<file path="src/rtl/alu_seq_pkg.sv">
// Shared definitions for the ALU sequencer: control-word bit layout,
// status flag indices, sequencer state encoding and divide step count.
package alu_seq_pkg;

    // ALU control word bit indices (12-bit cntl)
    localparam int ALU_ADD       = 0;
    localparam int ALU_SUB       = 1;
    localparam int ALU_AND       = 2;
    localparam int ALU_OR        = 3;
    localparam int ALU_XOR       = 4;
    localparam int ALU_SHL       = 5;
    localparam int ALU_SHR       = 6;
    localparam int ALU_DIV       = 7;
    localparam int ALU_USE_CARRY = 8;
    localparam int ALU_NO_WR     = 9;

    // Plain subtract with no carry-in, used for every divide step
    localparam logic [11:0] ALU_OP_SUB = 12'h002;

    // Status flag indices, bit order {CF,PF,ZF,SF,OF}
    localparam int STAT_CF = 4;
    localparam int STAT_PF = 3;
    localparam int STAT_ZF = 2;
    localparam int STAT_SF = 1;
    localparam int STAT_OF = 0;

    // Number of quotient bits produced by the restoring divider
    localparam int ALUSEQ_DIV_STEPS = 32;

    typedef enum logic [1:0] {
        ALUSEQ_IDLE = 2'd0,
        ALUSEQ_EXEC = 2'd1,
        ALUSEQ_DIV  = 2'd2,
        ALUSEQ_RESP = 2'd3
    } alu_seq_state_t;

endpackage

</file>
<file path="src/rtl/alu_seq_div_step.sv">
// One restoring-divide step. The subtraction itself is done by the shared
// ALU; this block forms the shifted partial remainder fed to the ALU and
// decides from the ALU borrow whether the subtraction is kept.
module alu_div_step #(
    parameter int WIDTH = 32
) (
    input  logic [WIDTH-1:0] rem_in,
    input  logic             quo_msb,
    input  logic [WIDTH:0]   sub_res,
    output logic [WIDTH-1:0] shifted,
    output logic [WIDTH-1:0] rem_next,
    output logic             q_bit
);

    logic top;

    // Shift in the next dividend bit; a set top bit means the true partial
    // remainder exceeds WIDTH bits, so the subtract must be taken regardless
    // of the borrow.
    always_comb begin
        shifted  = {rem_in[WIDTH-2:0], quo_msb};
        top      = rem_in[WIDTH-1];
        q_bit    = top | ~sub_res[WIDTH];
        rem_next = q_bit ? sub_res[WIDTH-1:0] : shifted;
    end

endmodule

</file>
<file path="src/rtl/alu_seq.sv">
// ALU sequencer: accepts one operation at a time, drives the external ALU,
// runs DIV as a 32-step restoring divide through the ALU subtractor, and
// owns the architectural flags register, committed on response handshake.
module alu_seq
    import alu_seq_pkg::*;
#(
    parameter int          WIDTH         = 32,
    parameter logic [4:0]  FLAGS_RST     = 5'b00000,
    parameter logic [31:0] DIV_FAULT_VAL = 32'hFFFFFFFF
) (
    input  logic             clk,
    input  logic             rst_n,
    input  logic             req_valid,
    output logic             req_ready,
    input  logic [11:0]      req_cntl,
    input  logic [WIDTH-1:0] req_opnd0,
    input  logic [WIDTH-1:0] req_opnd1,
    output logic [11:0]      alu_cntl,
    output logic [4:0]       alu_status_in,
    output logic [WIDTH-1:0] alu_opnd0,
    output logic [WIDTH-1:0] alu_opnd1,
    input  logic [4:0]       alu_status_out,
    input  logic [WIDTH:0]   alu_result,
    output logic             rsp_valid,
    input  logic             rsp_ready,
    output logic [WIDTH-1:0] rsp_result,
    output logic             rsp_wr,
    output logic             rsp_fault,
    output logic [4:0]       flags
);

    alu_seq_state_t   state_q, state_d;
    logic [11:0]      op_cntl_q, op_cntl_d;
    logic [WIDTH-1:0] op_a_q, op_a_d;
    logic [WIDTH-1:0] op_b_q, op_b_d;
    logic [WIDTH-1:0] rem_q, rem_d;
    logic [WIDTH-1:0] quo_q, quo_d;
    logic [5:0]       cnt_q, cnt_d;
    logic [WIDTH-1:0] rsp_result_q, rsp_result_d;
    logic             rsp_wr_q, rsp_wr_d;
    logic             rsp_fault_q, rsp_fault_d;
    logic [4:0]       flags_q, flags_d;
    logic [4:0]       next_flags_q, next_flags_d;

    logic [WIDTH-1:0] div_shifted;
    logic [WIDTH-1:0] div_rem_next;
    logic             div_q_bit;

    alu_div_step #(.WIDTH(WIDTH)) u_div_step (
        .rem_in   (rem_q),
        .quo_msb  (quo_q[WIDTH-1]),
        .sub_res  (alu_result),
        .shifted  (div_shifted),
        .rem_next (div_rem_next),
        .q_bit    (div_q_bit)
    );

    // ALU drive: operands only in EXEC and during active divide steps
    always_comb begin
        alu_cntl  = '0;
        alu_opnd0 = '0;
        alu_opnd1 = '0;
        case (state_q)
            ALUSEQ_EXEC: begin
                alu_cntl  = op_cntl_q;
                alu_opnd0 = op_a_q;
                alu_opnd1 = op_b_q;
            end
            ALUSEQ_DIV: begin
                if (cnt_q != 6'd0) begin
                    alu_cntl  = ALU_OP_SUB;
                    alu_opnd0 = div_shifted;
                    alu_opnd1 = op_b_q;
                end
            end
            default: ;
        endcase
    end

    // Next-state, operand latch, divide datapath and response capture
    always_comb begin
        state_d      = state_q;
        op_cntl_d    = op_cntl_q;
        op_a_d       = op_a_q;
        op_b_d       = op_b_q;
        rem_d        = rem_q;
        quo_d        = quo_q;
        cnt_d        = cnt_q;
        rsp_result_d = rsp_result_q;
        rsp_wr_d     = rsp_wr_q;
        rsp_fault_d  = rsp_fault_q;
        flags_d      = flags_q;
        next_flags_d = next_flags_q;
        case (state_q)
            ALUSEQ_IDLE: begin
                if (req_valid) begin
                    op_cntl_d = req_cntl;
                    op_a_d    = req_opnd0;
                    op_b_d    = req_opnd1;
                    if (req_cntl[ALU_DIV]) begin
                        if (req_opnd1 == '0) begin
                            rsp_result_d = DIV_FAULT_VAL;
                            rsp_wr_d     = 1'b0;
                            rsp_fault_d  = 1'b1;
                            next_flags_d = flags_q;
                            state_d      = ALUSEQ_RESP;
                        end else begin
                            rem_d   = '0;
                            quo_d   = req_opnd0;
                            cnt_d   = 6'(ALUSEQ_DIV_STEPS);
                            state_d = ALUSEQ_DIV;
                        end
                    end else begin
                        state_d = ALUSEQ_EXEC;
                    end
                end
            end
            ALUSEQ_EXEC: begin
                rsp_result_d = alu_result[WIDTH-1:0];
                rsp_wr_d     = ~op_cntl_q[ALU_NO_WR];
                rsp_fault_d  = 1'b0;
                next_flags_d = alu_status_out;
                state_d      = ALUSEQ_RESP;
            end
            ALUSEQ_DIV: begin
                // Counter at zero: all quotient bits done, one cycle to publish
                if (cnt_q != 6'd0) begin
                    rem_d = div_rem_next;
                    quo_d = {quo_q[WIDTH-2:0], div_q_bit};
                    cnt_d = cnt_q - 6'd1;
                end else begin
                    rsp_result_d = quo_q;
                    rsp_wr_d     = ~op_cntl_q[ALU_NO_WR];
                    rsp_fault_d  = 1'b0;
                    next_flags_d = flags_q;
                    state_d      = ALUSEQ_RESP;
                end
            end
            ALUSEQ_RESP: begin
                if (rsp_ready) begin
                    if (!rsp_fault_q) begin
                        flags_d = next_flags_q;
                    end
                    state_d = ALUSEQ_IDLE;
                end
            end
            default: state_d = ALUSEQ_IDLE;
        endcase
    end

    // State and datapath registers; reset abandons any operation in flight
    always_ff @(posedge clk or negedge rst_n) begin
        if (!rst_n) begin
            state_q      <= ALUSEQ_IDLE;
            op_cntl_q    <= '0;
            op_a_q       <= '0;
            op_b_q       <= '0;
            rem_q        <= '0;
            quo_q        <= '0;
            cnt_q        <= '0;
            rsp_result_q <= '0;
            rsp_wr_q     <= 1'b0;
            rsp_fault_q  <= 1'b0;
            flags_q      <= FLAGS_RST;
            next_flags_q <= FLAGS_RST;
        end else begin
            state_q      <= state_d;
            op_cntl_q    <= op_cntl_d;
            op_a_q       <= op_a_d;
            op_b_q       <= op_b_d;
            rem_q        <= rem_d;
            quo_q        <= quo_d;
            cnt_q        <= cnt_d;
            rsp_result_q <= rsp_result_d;
            rsp_wr_q     <= rsp_wr_d;
            rsp_fault_q  <= rsp_fault_d;
            flags_q      <= flags_d;
            next_flags_q <= next_flags_d;
        end
    end

    // Ready is held low for the whole time reset is asserted
    assign req_ready     = rst_n && (state_q == ALUSEQ_IDLE);
    assign rsp_valid     = (state_q == ALUSEQ_RESP);
    assign rsp_result    = rsp_result_q;
    assign rsp_wr        = rsp_wr_q;
    assign rsp_fault     = rsp_fault_q;
    assign flags         = flags_q;
    assign alu_status_in = flags_q;

endmodule

</file>
<file path="config.mk">
export PLATFORM = sky130hd
export DESIGN_NAME = alu_seq
export DESIGN_NICKNAME = d
export VERILOG_FILES = /design/src/rtl/alu_seq_pkg.sv /design/src/rtl/alu_seq_div_step.sv /design/src/rtl/alu_seq.sv
export SDC_FILE = /design/constraint.sdc
export NUM_CORES = 1
export LEC_CHECK = 0
export ABC_AREA = 1
export BUFFER_PORTS_ARGS = -buffer_cell sky130_fd_sc_hd__clkbuf_2
export CAP_MARGIN = 0
export CORE_AREA = 5 5 174 176
export DETAILED_ROUTE_END_ITERATION = 10
export DIE_AREA = 0 0 179 181
export GPL_TIMING_DRIVEN = 0
export HOLD_SLACK_MARGIN = 0.15
export PLACE_DENSITY = 0.58
export SLEW_MARGIN = 20
export SYNTH_ARGS = -nofsm -noshare
export SYNTH_HDL_FRONTEND = slang
export SYNTH_SLANG_ARGS = --single-unit
</file>
<file path="constraint.sdc">
create_clock -name clk -period 4.7 [get_ports clk]
set_input_delay 0.94 -clock clk [delete_from_list [all_inputs] [get_ports clk]]
set_output_delay 0.94 -clock clk [all_outputs]
set_load 0.005 [all_outputs]
</file>
# Word-level counts from Yosys, hierarchy flattened
# Cells that the tools add are included.
op_classes:
  addsub: 1
  n_mul: 0
  div_mod_pow: 0
  order_cmp: 0
  eq_ne: 10
  shifts: 0
  muxes: 48
  bitwise_logic: 4
  reduce_logical: 11
op_table:
  columns: ["op", "count"]
  rows:
  - ["$mux W32", 15]
  - ["$pmux W32 S2", 4]
  - ["$pmux W32 S3", 1]
  - ["$logic_not A32 Y1", 1]
  - ["$mux W6", 4]
  - ["$pmux W12 S2", 1]
  - ["$mux W5", 4]
  - ["$pmux W5 S3", 1]
  - ["$ne A2 B2 Y1 const B", 6]
  - ["$pmux W6 S2", 1]
  - ["$mux W2", 5]
  - ["$reduce_and A5 Y1", 2]
  - ["$mux W1", 9]
  - ["$pmux W2 S4", 1]
  - ["$pmux W1 S3", 2]
  - ["$reduce_and A3 Y1", 2]
  - ["$reduce_bool A6 Y1", 1]
  - ["$sub A6 B1 Y6 const B", 1]
  - ["$eq A2 B2 Y1 const B", 2]
  - ["$not A1 Y1", 3]
  - ["$reduce_bool A3 Y1", 1]
  - ["$eq A2 B1 Y1 const B", 1]
  - ["$logic_not A2 Y1", 1]
  - ["$ne A2 B1 Y1 const B", 1]
  - ["4 further kinds", 4]
word_totals:
  reg_bits: 192
  latch_bits: 0
  ramBits: 0
  rom_bits: 0
  inputBits: 118
  output_inout_bits: 122
  wordCells: 86
  mem_count: 0

# Depth between registers and ports, before layout
depth:
  depth_word: 5
  ltp_mapped: 12
  ltp_nobuf: 10

# Hierarchy
# From an unflattened synthesis, not the netlist that was laid out.
unflattened:
  cells_unflattened: 1436
  area_unflattened_um2: 10375.0
by_module_without_submodules:
  columns: ["module", "instances", "cells_per_inst", "area_per_inst_um2", "seq_area_each_um2"]
  rows:
  - ["alu_seq", 1, 1296, 9580.4, 4804.6]
  - ["alu_div_step", 1, 140, 794.5, 0.0]

# Worst setup path before layout
# Ideal clock, no wire load.
synth_timing:
  path_kind: "reg2out"
  from: "register state_q[0]"
  to: "output alu_opnd0[10]"
  arrival_time_ps: 1511
  required_time_ps: 3760
  setup_slack_ps: 2249
  stages_incl_launch_ff: 7
  path_buffers: 2
  cell_sequence: "dfrtp_1 inv_1 ha_1 clkbuf_1 clkinv_1 clkbuf_1 a21oi_1"
synth_between:
  elab_chain_cells: 2
  elab_cells_between_ends: 3
  cone_classes: "eq/ne (2); mux (1)"
synth_lines:
  columns: ["item", "line", "source"]
  rows:
  - ["start: declaration", "alu_seq.sv:32", "alu_seq_state_t state_q, state_d;"]
  - ["start signal: assignment", "alu_seq.sv:167", "state_q <= state_d;"]
  - ["$eq A2 B2 Y1 / $eq A2 B1 Y1 (equally long branches)", "alu_seq.sv:63", "case (state_q)"]
  - ["$pmux W32 S2 (*)", "alu_seq.sv:63", null]
  - ["end: declaration", "alu_seq.sv:20", "output logic [WIDTH-1:0] alu_opnd0,"]
# Every way passes the cells marked *; elsewhere a longest branch is shown, timed or not.

# Worst setup path in the final report
layout_timing:
  from: "register state_q[0]"
  to: "output alu_opnd0[0]"
# The elaborated chain is that of the path after synthesis.

==> metrics.yaml <==
run_status:
  status: "finished, final reports clean"
layout:
  fill_cells: 3031
  layout_commonest_cell: "nand2_1"
  final_cell_mix: "nand2_1, clkbuf_2, dfrtp_1, nor2_1, o21ai_0"
  finalNonFillerCells: 1992
  layout-drive-gt1-share_pct: 18.9
  multiInputGateArea_um2: 4180
  regArea_um2: 4800
  area_growth_pct: 24.3
  nNetsFinal: 1721
  n_antenna_cell: 0
grt:
  grt_pass1_vias: 9347
  gr-usage-all-layers_pct: 20.5
  grt_start_max_net_pins: 78
  grt-ovfl-total: 0
  grt_pass1_wl_um: 52200
  antenna_found_initial: 1
floorplanning:
  rows: 62
  initial_core_util_pct: 34.3
  dieHeight_um: 181
  num_io_pins: 240
  fp.dieW_um: 179
  core_region_area_um2: 28500
  dieArea_um2: 32400
logic_synthesis:
  synthDistinctLibCells: 28
  synth_ff_type: "dfrtp_1"
  syn-num-nets: 1461
  yosys_warnings: 0
  synth.avg_cell_area_um2: 7.31
  synth_area_um2: 9770
  synth_edf_count: 0
  seq_area_frac_synth_pct: 49.2
  synth-async-reset-ratio_pct: 100
  synth_seq_cells: 192
  synth_cells: 1336
drt:
  postRouteAntennaNets: 0
  wl_per_cell_um: 17.1
  drtPass1Iterations: 5
  vias: 9906
  remaining_drc_errors: 0
  drt-vias-per-instance: 4.97
  drt_iter0_markers: 880
  wl_um: 34100
timing:
  slew_headroom_pct: 45.6
  period_needed_ps: 4080
  rsz0062_at_grt: "no"
  fmaxAchievable_mhz: 245
  setup_viol: 0
  period_share_pct: 86.9
  fin_skew_ps: 14.5
  final_max_slew_viol_count: 0
  hold_viol: 0
  setup_ws_ps: 616
  tightest_slew_ps: 816
worst_hold_path:
  hold_class: "in2async"
clock_network:
  cts_tree: "done"
  cts.sinks: 192
  cts_hold_buffers: 0
  cts_buffers: 17
  cts_buffer_depth: 2
  htreeDepth: 4
  post-cts-setup-buffers: 0
  clk_latency_ps: 450
  cts.repair.resized: 0
  cts_root_buf: "clkbuf_16"
  clk_pin_slew_ps: 80
job:
  maxCapViolCount: 0
placement:
  post-place-ws_ps: 1180
  globalplace.congestion: 0.900
  post-place-cells: 1961
  dpl.hpwl_um: 25300
  io_buffers: 239
pwr:
  p_leak_nw: 6.47
  vdd_drop_max_mv: 0.361
  power.density_nw_per_um2: 766
worst_setup_path:
  worstSetupStartpointType: "register"
  path_class: "reg2out"
  cp_max_fo: 10
  cp.required_ps: 3760
  arrival_ps: 3140
  end_kind: "output pin"
## worst paths after layout
path / slack (ps) / start / end / cells after the start
min in group clk: 470 / rsp_result[23] / rsp_result[23] / 2
max in group asynchronous: 3160 / rst_n / quo_q[4] / 3
min reg2reg: 470 / rsp_result[23] / rsp_result[23] / 2
max reg2reg: 2100 / state_q[0] / op_a_q[18] / 7
min: 430 / rst_n / alu_status_in[0] / 1
max: 620 / state_q[0] / alu_opnd0[0] / 7
## worst max-delay path, cell delays in order (launching register included)
cell	delay [ps]
dfrtp_1	410
inv_1	100
ha_1	280
clkbuf_1	500
clkinv_1	510
clkbuf_1	480
nor2_1	280
clkbuf_2	150
## logic make-up (layout without fill, tap and decap cells)
group | Yosys count | in the layout | share of synthesized area, %
simple gates | 752 | 752 | 31.9
fa+ha+maj | 7 | 7 | 0.896
xor+xnor | 1 | 1 | 0.0897
compound gates | 188 | 188 | 9.71
mux | 1 | 1 | 0.115
buf+inv | 195 | 467 | 8.09
flops | 192 | 192 | 49.2
## flip-flops by register name, indices dropped and copies added (netlist names)
signal and cells:
alu_status_in 5, cnt_q 6, next_flags_q 5, op_a_q 32, op_b_q 32, op_cntl_q 12
quo_q 32, rem_q 32, rsp_fault 1, rsp_result 32, rsp_wr 1, state_q 2
## metrics by stage
stage / power, mW / setup TNS, ps / instance area [um^2] / hold WS, ps / utilization (%)
after floorplan: 5.84 / 0 / 9770 / 442 / -
after CTS: 9.34 / 0 / 12100 / 457 / 42.7
after detailed placement: 7.74 / 0 / 11500 / 458 / 40.4
final: 9.30 / 0 / 12100 / 433 / 42.7
after global routing: 10.1 / 0 / 12100 / 461 / 42.7
after global placement: 7.65 / -249520 / 11400 / 454 / 40.2
## power by group
part,internal (mW),total [mW],leakage (nW),switching (mW)
clock,0.873,1.59,0.310,0.715
combinational,1.59,4.83,3.83,3.24
sequential,2.45,2.87,2.33,0.422
## metal layers
metal / track usage, % / vias up / wire length [um]
li1: - / 4800 / -
met1: 29.2 / 4661 / 15200
met2: 31.9 / 406 / 15500
met3: 4.12 / 37 / 2740
met4: 5.34 / 2 / 600
met5: 0 / - / 13
## cell type report
type                    instances  share of cell area, %
repair buffers                241                   10.4
clock buffers                  18                   3.62
flip-flops and latches        192                   39.6
clock inverters                13                   1.59
plain buffers                 100                   3.58
well taps                     384                   3.96
inverters                      95                   2.94
multi-input cells             949                   34.4
## cell usage after synthesis (all sizes together) (2+ instances only)
cell    number  area (um^2)
nor3         2         21.3
inv         93          349
nand2      409         1540
nand4       70          438
clkinv       2         7.51
nor2       193          729
clkbuf      67          251
buf         33          183
o21ai      104          520
a21oi       81          405
nand3       75          375
ha           7         87.6
dfrtp      192         4800
(Power assumes the default switching activity.)
